$ cat src/rtl/pipeline_ctrl.sv
// pipeline_ctrl: central stall/flush control for the five-stage MIPS core.
//
// Arbitrates stall requests from IF/ID/EX/MEM into a six-bit stall vector
// (bit0 PC ... bit5 WB, 1 = hold). An exception reported by MEM flushes the
// pipeline and redirects the PC. If a fetch is still outstanding when the
// exception arrives, the redirect target is parked in r_pend_pc and the unit
// holds PC/IF (state PEND) until the fetch completes.
//
// Ports:
//   clk                clock, rising edge
//   rst                synchronous reset, active low
//   stallreq_from_if   instruction bus transaction outstanding
//   stallreq_from_id   load-use hazard
//   stallreq_from_ex   multi-cycle EX operation busy
//   stallreq_from_mem  data bus transaction outstanding
//   excepttype_i       exception code from MEM (0 = none)
//   cp0_epc_i          EPC, target of eret
//   stall              per-stage hold vector
//   flush              clear IF/ID .. MEM/WB this cycle
//   pc_redirect        PC loads new_pc
//   new_pc             redirect target (0 when pc_redirect = 0)
//   stall_cycles_o     count of cycles with PC stalled
//
// Build option: define STALL_PERF_CNT_EN to enable the saturating stall-cycle
// counter; otherwise stall_cycles_o is tied to zero.

module pipeline_ctrl #(
  parameter logic [31:0] EXC_VECTOR = 32'h0000_0040,
  parameter logic [31:0] INT_VECTOR = 32'h0000_0020
) (
  input  logic        clk,
  input  logic        rst,
  input  logic        stallreq_from_if,
  input  logic        stallreq_from_id,
  input  logic        stallreq_from_ex,
  input  logic        stallreq_from_mem,
  input  logic [31:0] excepttype_i,
  input  logic [31:0] cp0_epc_i,
  output logic [5:0]  stall,
  output logic        flush,
  output logic        pc_redirect,
  output logic [31:0] new_pc,
  output logic [31:0] stall_cycles_o
);

  localparam logic [0:0] RUN  = 1'b0;
  localparam logic [0:0] PEND = 1'b1;

  logic [0:0]  r_state;
  logic [0:0]  w_state_next;
  logic [31:0] r_pend_pc;
  logic [31:0] w_pend_pc_next;
  logic [31:0] w_target;

  // Redirect target decode; every nonzero code other than interrupt and eret
  // goes to the common exception vector.
  always_comb begin
    unique case (excepttype_i)
      32'h0000_0001: w_target = INT_VECTOR;
      32'h0000_000e: w_target = cp0_epc_i;
      default:       w_target = EXC_VECTOR;
    endcase
  end

  always_comb begin
    stall          = 6'b000000;
    flush          = 1'b0;
    pc_redirect    = 1'b0;
    new_pc         = 32'h0;
    w_state_next   = r_state;
    w_pend_pc_next = r_pend_pc;
    if (rst) begin
      case (r_state)
        RUN: begin
          if (excepttype_i != 32'h0) begin
            // Flush wins over every stall request.
            flush = 1'b1;
            if (!stallreq_from_if) begin
              pc_redirect = 1'b1;
              new_pc      = w_target;
            end else begin
              w_pend_pc_next = w_target;
              w_state_next   = PEND;
            end
          end else if (stallreq_from_mem) begin
            stall = 6'b011111;
          end else if (stallreq_from_ex) begin
            stall = 6'b001111;
          end else if (stallreq_from_id) begin
            stall = 6'b000111;
          end else if (stallreq_from_if) begin
            stall = 6'b000011;
          end
        end
        PEND: begin
          // Pipeline is empty here; only the outstanding fetch matters.
          if (!stallreq_from_if) begin
            pc_redirect  = 1'b1;
            new_pc       = r_pend_pc;
            w_state_next = RUN;
          end else begin
            stall = 6'b000011;
          end
        end
        default: w_state_next = RUN;
      endcase
    end
  end

  always_ff @(posedge clk) begin
    if (!rst) begin
      r_state   <= RUN;
      r_pend_pc <= 32'h0;
    end else begin
      r_state   <= w_state_next;
      r_pend_pc <= w_pend_pc_next;
    end
  end

`ifdef STALL_PERF_CNT_EN
  logic [31:0] r_stall_cycles;

  always_ff @(posedge clk) begin
    if (!rst) begin
      r_stall_cycles <= 32'h0;
    end else if (stall[0] && (r_stall_cycles != 32'hFFFF_FFFF)) begin
      r_stall_cycles <= r_stall_cycles + 32'd1;
    end
  end

  // Outputs read zero while reset is held.
  assign stall_cycles_o = rst ? r_stall_cycles : 32'h0;
`else
  assign stall_cycles_o = 32'h0;
`endif

endmodule

$ cat config.mk
export PLATFORM = sky130hd
export DESIGN_NAME = pipeline_ctrl
export DESIGN_NICKNAME = d
export VERILOG_FILES = /design/src/rtl/pipeline_ctrl.sv
export SDC_FILE = /design/constraint.sdc
export NUM_CORES = 1
export LEC_CHECK = 0
export CORE_ASPECT_RATIO = 2
export CORE_MARGIN = 3
export CORE_UTILIZATION = 35
export CTS_BUF_LIST = sky130_fd_sc_hd__clkbuf_4 sky130_fd_sc_hd__clkbuf_8 sky130_fd_sc_hd__clkbuf_16
export CTS_CLUSTER_DIAMETER = 80
export DETAILED_ROUTE_END_ITERATION = 10
export PLACE_DENSITY = 0.75
export RECOVER_POWER = 100
export SYNTH_ARGS = -nofsm -noshare
export SYNTH_HDL_FRONTEND = slang
export SYNTH_SLANG_ARGS = --single-unit
$ cat constraint.sdc
create_clock -name clk -period 2.6 [get_ports clk]
set_clock_uncertainty 0.2 [all_clocks]
set_input_delay 0.26 -clock clk [delete_from_list [all_inputs] [get_ports clk]]
set_output_delay 0.26 -clock clk [all_outputs]
set_load 0.02 [all_outputs]
## Word-level counts from Yosys, hierarchy flattened

Cells that the tools add are included.

- Register bits: 33
- Input port bits: 70
- Output and inout bits: 72
- Word-level logic and storage cells: 30

- Eq/ne operators: 2
- Muxes and demuxes: 23
- Bitwise gates (word level): 1
- Reduce and logical (&&, ||, !) cells: 2

Operators with widths:

| cell | number |
|---|---|
| 32-bit 2-to-1 mux | 4 |
| 32-bit case mux with 2 select lines | 2 |
| 32-bit by 1-bit equality test with 1-bit output, second input constant | 1 |
| 32-bit by 4-bit equality test with 1-bit output, second input constant | 1 |
| 32-bit nonzero test | 1 |
| 6-bit case mux with 2 select lines | 1 |
| 5-bit 2-to-1 mux | 2 |
| 1-bit 2-to-1 mux | 8 |
| 6-bit 2-to-1 mux | 1 |
| 4-bit 2-to-1 mux | 1 |
| 1-bit case mux with 2 select lines | 2 |
| 3-bit 2-to-1 mux | 1 |
| 3-bit AND reduction | 1 |
| 2-bit 2-to-1 mux | 1 |
| 1-bit NOT | 1 |

## Longest topological paths before layout

- Depth after elaboration: 7
- Mapped depth: 6
- Depth with buffers taken out: 4

## Least setup slack after synthesis

Ideal clock, no wire load.

- Kind: input to output
- Start: input excepttype_i[18]
- End: output stall[4]
- Data arrival time: 1.692 ns
- Data required time: 2.140 ns
- Slack: 0.448 ns
- Stages on the path: 5
- Buffers on the path: 1
- Path through: nor4_1 > and4_2 > buf_6 > nand2_1 > nor4_1

- Cells in the longest elaborated chain, start to end: 4

Ends and longest elaborated chain:

| item | line | source |
|---|---|---|
| from (decl) | 37 | `input logic [31:0] excepttype_i,` |
| 32-bit nonzero test | 75 | `if (excepttype_i != 32'h0) begin` |
| 5-bit 2-to-1 mux | 75 |  |
| 6-bit case mux with 2 select lines | 73 | `case (r_state)` |
| 6-bit 2-to-1 mux | 72 | `if (rst) begin` |
| to (decl) | 39 | `output logic [5:0] stall,` |

Every way passes these cells. The select of a mux whose other input is x is not followed.

## Final worst setup path

- Start: input excepttype_i[26]
- End: output new_pc[17]

- Cells in the longest elaborated chain, start to end: 6
- Elaborated cells between the ends (all ways): 8
- Those cells by class: eq/ne (2); mux (5); reduce/logical (1)

Ends and longest elaborated chain:

| item | line | source |
|---|---|---|
| 32-bit by 4-bit equality test with 1-bit output or 32-bit by 1-bit equality test with 1-bit output (tied branches) | 58 | `unique case (excepttype_i)` |
| 32-bit case mux with 2 select lines | 58 |  |
| 32-bit 2-to-1 mux | 78 | `if (!stallreq_from_if) begin` |
| 32-bit 2-to-1 mux (*) | 75 |  |
| 32-bit case mux with 2 select lines (*) | 73 |  |
| 32-bit 2-to-1 mux (*) | 72 |  |
| to (decl) | 42 | `output logic [31:0] new_pc,` |

Mark *: on every way between the ends. The rest lies on a longest branch, timed or not.

==> qor.csv <==
metric,value,unit
I/O Pins,142,
Buffers on Ports,108,
final worst-path cycle share,0.9837,
initial antenna violation count,0,
Sequential Power Share,0.358,
critical-path cell list,clkdlybuf4s50_1 > nor4_1 > and4_1 > buf_6 > a311oi_4 > bufbuf_16 > a31o_1 > buf_2,
CTS sink cnt,33,
Layout fillers,657,
die width,65.43,µm
fin util,0.5584,
Post-synth EDFFs,0,
via count,2735,
share of the yosys chip area belonging to registers,0.2672,
DP HPWL,6.261,mm
combinational fraction of design power,0.211,
"Hold Vio Cnt, Final",0,
worst-path maximum fanout,7,
Synth Register Bits,33,
clock slew at reported path FFs,0.05,ns
Chip Height,124.9,µm
Iter 0 DRT Violations,139,
RSZ-0062 raised after global routing,yes,
Async SR Flop Fraction,0,
H-Tree Depth,2,
layout net count,490,
Synth cell types,36,
Max Slew Vio Count,0,
Sw Ratio,0.2554,
row cnt,42,
Critical Path Sink Type,output port,
drc violations,0,
share of cells above drive strength 1,0.2043,
fin crit period,2.558,ns
Peak supply drop,0.3455,mV
Min Hold Slack,0.2717,ns
Bufs on Longest Clock Path,2,
GR Overflow Total,0,
CTS tree,yes,
Critical Path Source Type,primary input,
Syn Inst Count,301,
synth warn,0,
max cap viols,0,
die area,8170,µm²
"Slowest-stage cell, CP",clkdlybuf4s50_1,
Achievable Freq,0.3910,GHz
Worst-Margin Slew,0.5115,ns
worst skew pair latency,0.27,ns
P_sw,364.2,µW
cts hold-fix bufs,0,
Max-slew headroom,0.6590,
largest net degree at the start of global routing,38,
"Top FF cell, synth",dfxtp_1,
Critical path buffers and inverters,4,
CP arrival,2.10,ns
Min-Delay Path Class,reg2reg,
Crit path largest cell delay,0.40,ns
Power Dens Cells,379.7,nW/µm²
Critical Path RT,2.14,ns
Synth Cell Area,2472,µm²
vias in the first global route,2736,
ANT nets after route,0,
Static Leak,0.001572,µW
Crit path max-delay family,buffers and inverters,
CTS root buf,clkbuf_16,
Total Routing Usage GR,0.1971,
cell-internal power,1062,µW
mean routed wirelength per cell,16.41,µm
routed wire length,8.352,mm
core area,6726,µm²
footprint of the multi-input gates,1490,µm²
Pre-antenna DRT Iters,4,
number of buffers created by CTS,5,
Layout area overhead,51.92,%
final setup fails,0,
crit path kind,in2out,
gpl congestion,0.8017,
ANT cells,0,
vias per cell,5.373,
initial core utilization,0.3676,
Clock Power Share,0.431,
first-pass GRT wire length,12.83,mm
Reg area,660.6,µm²
status,completed,
syn_area_per_cell,8.214,µm²
-- kinds of logic (layout without fill, tap and decap cells) --
logic type / Yosys count / in the layout / share of synthesized area
simple gates: 123 / 123 / 0.2662
buf+inv: 70 / 158 / 0.1857
compound gates: 43 / 43 / 0.1538
flops: 33 / 33 / 0.2672
mux: 31 / 31 / 0.1255
other cells: 1 / 33 / 0.001517
-- worst register-to-register path, cell delays in order, from the launching register on --
cell	delay [ns]
dfxtp_1	0.35
buf_4	0.17
a311oi_2	0.49
buf_4	0.38
mux2i_1	0.25
-- state kept, by name, indices dropped and copies added, names as in the netlist --
signal	count
r_state	1
r_pend_pc	32
-- placed cells by master (no fill, tap or decap), types with 9 or more instances in the layout --
master	netlist	routed
conb_1	1	33
nand4_1	32	32
buf_2	10	23
nor3_1	34	34
nand2_1	35	35
clkdlybuf4s50_1	0	62
mux2i_1	31	31
a31o_1	30	29
buf_4	35	32
dlygate4sd2_1	0	9
dfxtp_1	33	33
-- through the flow --
stage          setup TNS, ns  setup WS (ns)  instance area (µm²)  total power, µW  std cells
2_1_floorplan              0         0.4477                 2592            687.7        333
5_1_grt              -0.5870       -0.05844                 3756             1468        509
6_report                   0        0.04235                 3756             1426        509
3_3_place_gp          -11.73        -0.3747                 3675            816.4        497
4_1_cts                    0       0.001644                 3722             1438        509
3_5_place_dp          -13.24        -0.3605                 3675            819.6        497
-- Yosys cell counts (2+ instances only) --
cell type | n | share of area
buf_4 | 35 | 0.11
nand2_1 | 35 | 0.053
nor3_1 | 34 | 0.069
dfxtp_1 | 33 | 0.27
nand4_1 | 32 | 0.081
mux2i_1 | 31 | 0.13
a31o_1 | 30 | 0.11
clkbuf_1 | 13 | 0.020
buf_2 | 10 | 0.020
nor4_1 | 8 | 0.020
buf_6 | 7 | 0.032
nor2_1 | 4 | 0.0061
a21oi_1 | 3 | 0.0061
inv_1 | 3 | 0.0046
nand3_1 | 2 | 0.0040
-- per-layer routing --
layer  GRT usage  vias to the layer above  share of wire
li1            -                     1294              -
met1      0.1786                     1298           0.32
met2      0.4023                      125           0.59
met3     0.02437                       18          0.054
met4     0.08680                        0          0.029
met5           0                        -              0
-- layout make-up --
cell class / instances / area share
Multi-Input combinational cell: 230 / 0.3967
Timing Repair Buffer: 146 / 0.3521
Sequential cell: 33 / 0.1759
Clock buffer: 7 / 0.04064
Tap cell: 88 / 0.02931
Inverter: 4 / 0.003997
Clock inverter: 1 / 0.001332
-- path summary, 6_finish.rpt --
check | startpoint | endpoint | slack [ns] | depth (start not counted)
worst max-delay path | excepttype_i[26] | new_pc[17] | 0.04 | 8
worst min-delay path | r_pend_pc[5]$_SDFFE_PN0P_ | r_pend_pc[5]$_SDFFE_PN0P_ | 0.27 | 2
worst max register to register | r_state$_SDFF_PN0_ | r_pend_pc[28]$_SDFFE_PN0P_ | 0.68 | 4
worst min register to register | r_pend_pc[5]$_SDFFE_PN0P_ | r_pend_pc[5]$_SDFFE_PN0P_ | 0.27 | 2
-- power groups by stage --
stage	combinational [µW]	clock [µW]	sequential, µW
2_1_floorplan	168	0	519
3_3_place_gp	296	0	520
3_5_place_dp	299	0	521
4_1_cts	306	622	510
5_1_grt	319	639	510
6_report	301	615	510
-- what timing repair did --
| item | 4_1_cts | 5_1_grt |
|---|---|---|
| gates resized for setup | 132 | 30 |
| setup endpoints to repair | 39 | 35 |
| cloned | 1 | 0 |
| pin swaps | 3 | 10 |
| setup buffers | 3 | 1 |
| hold endpoints to repair | 0 | 0 |
(Power assumes the default switching activity.)
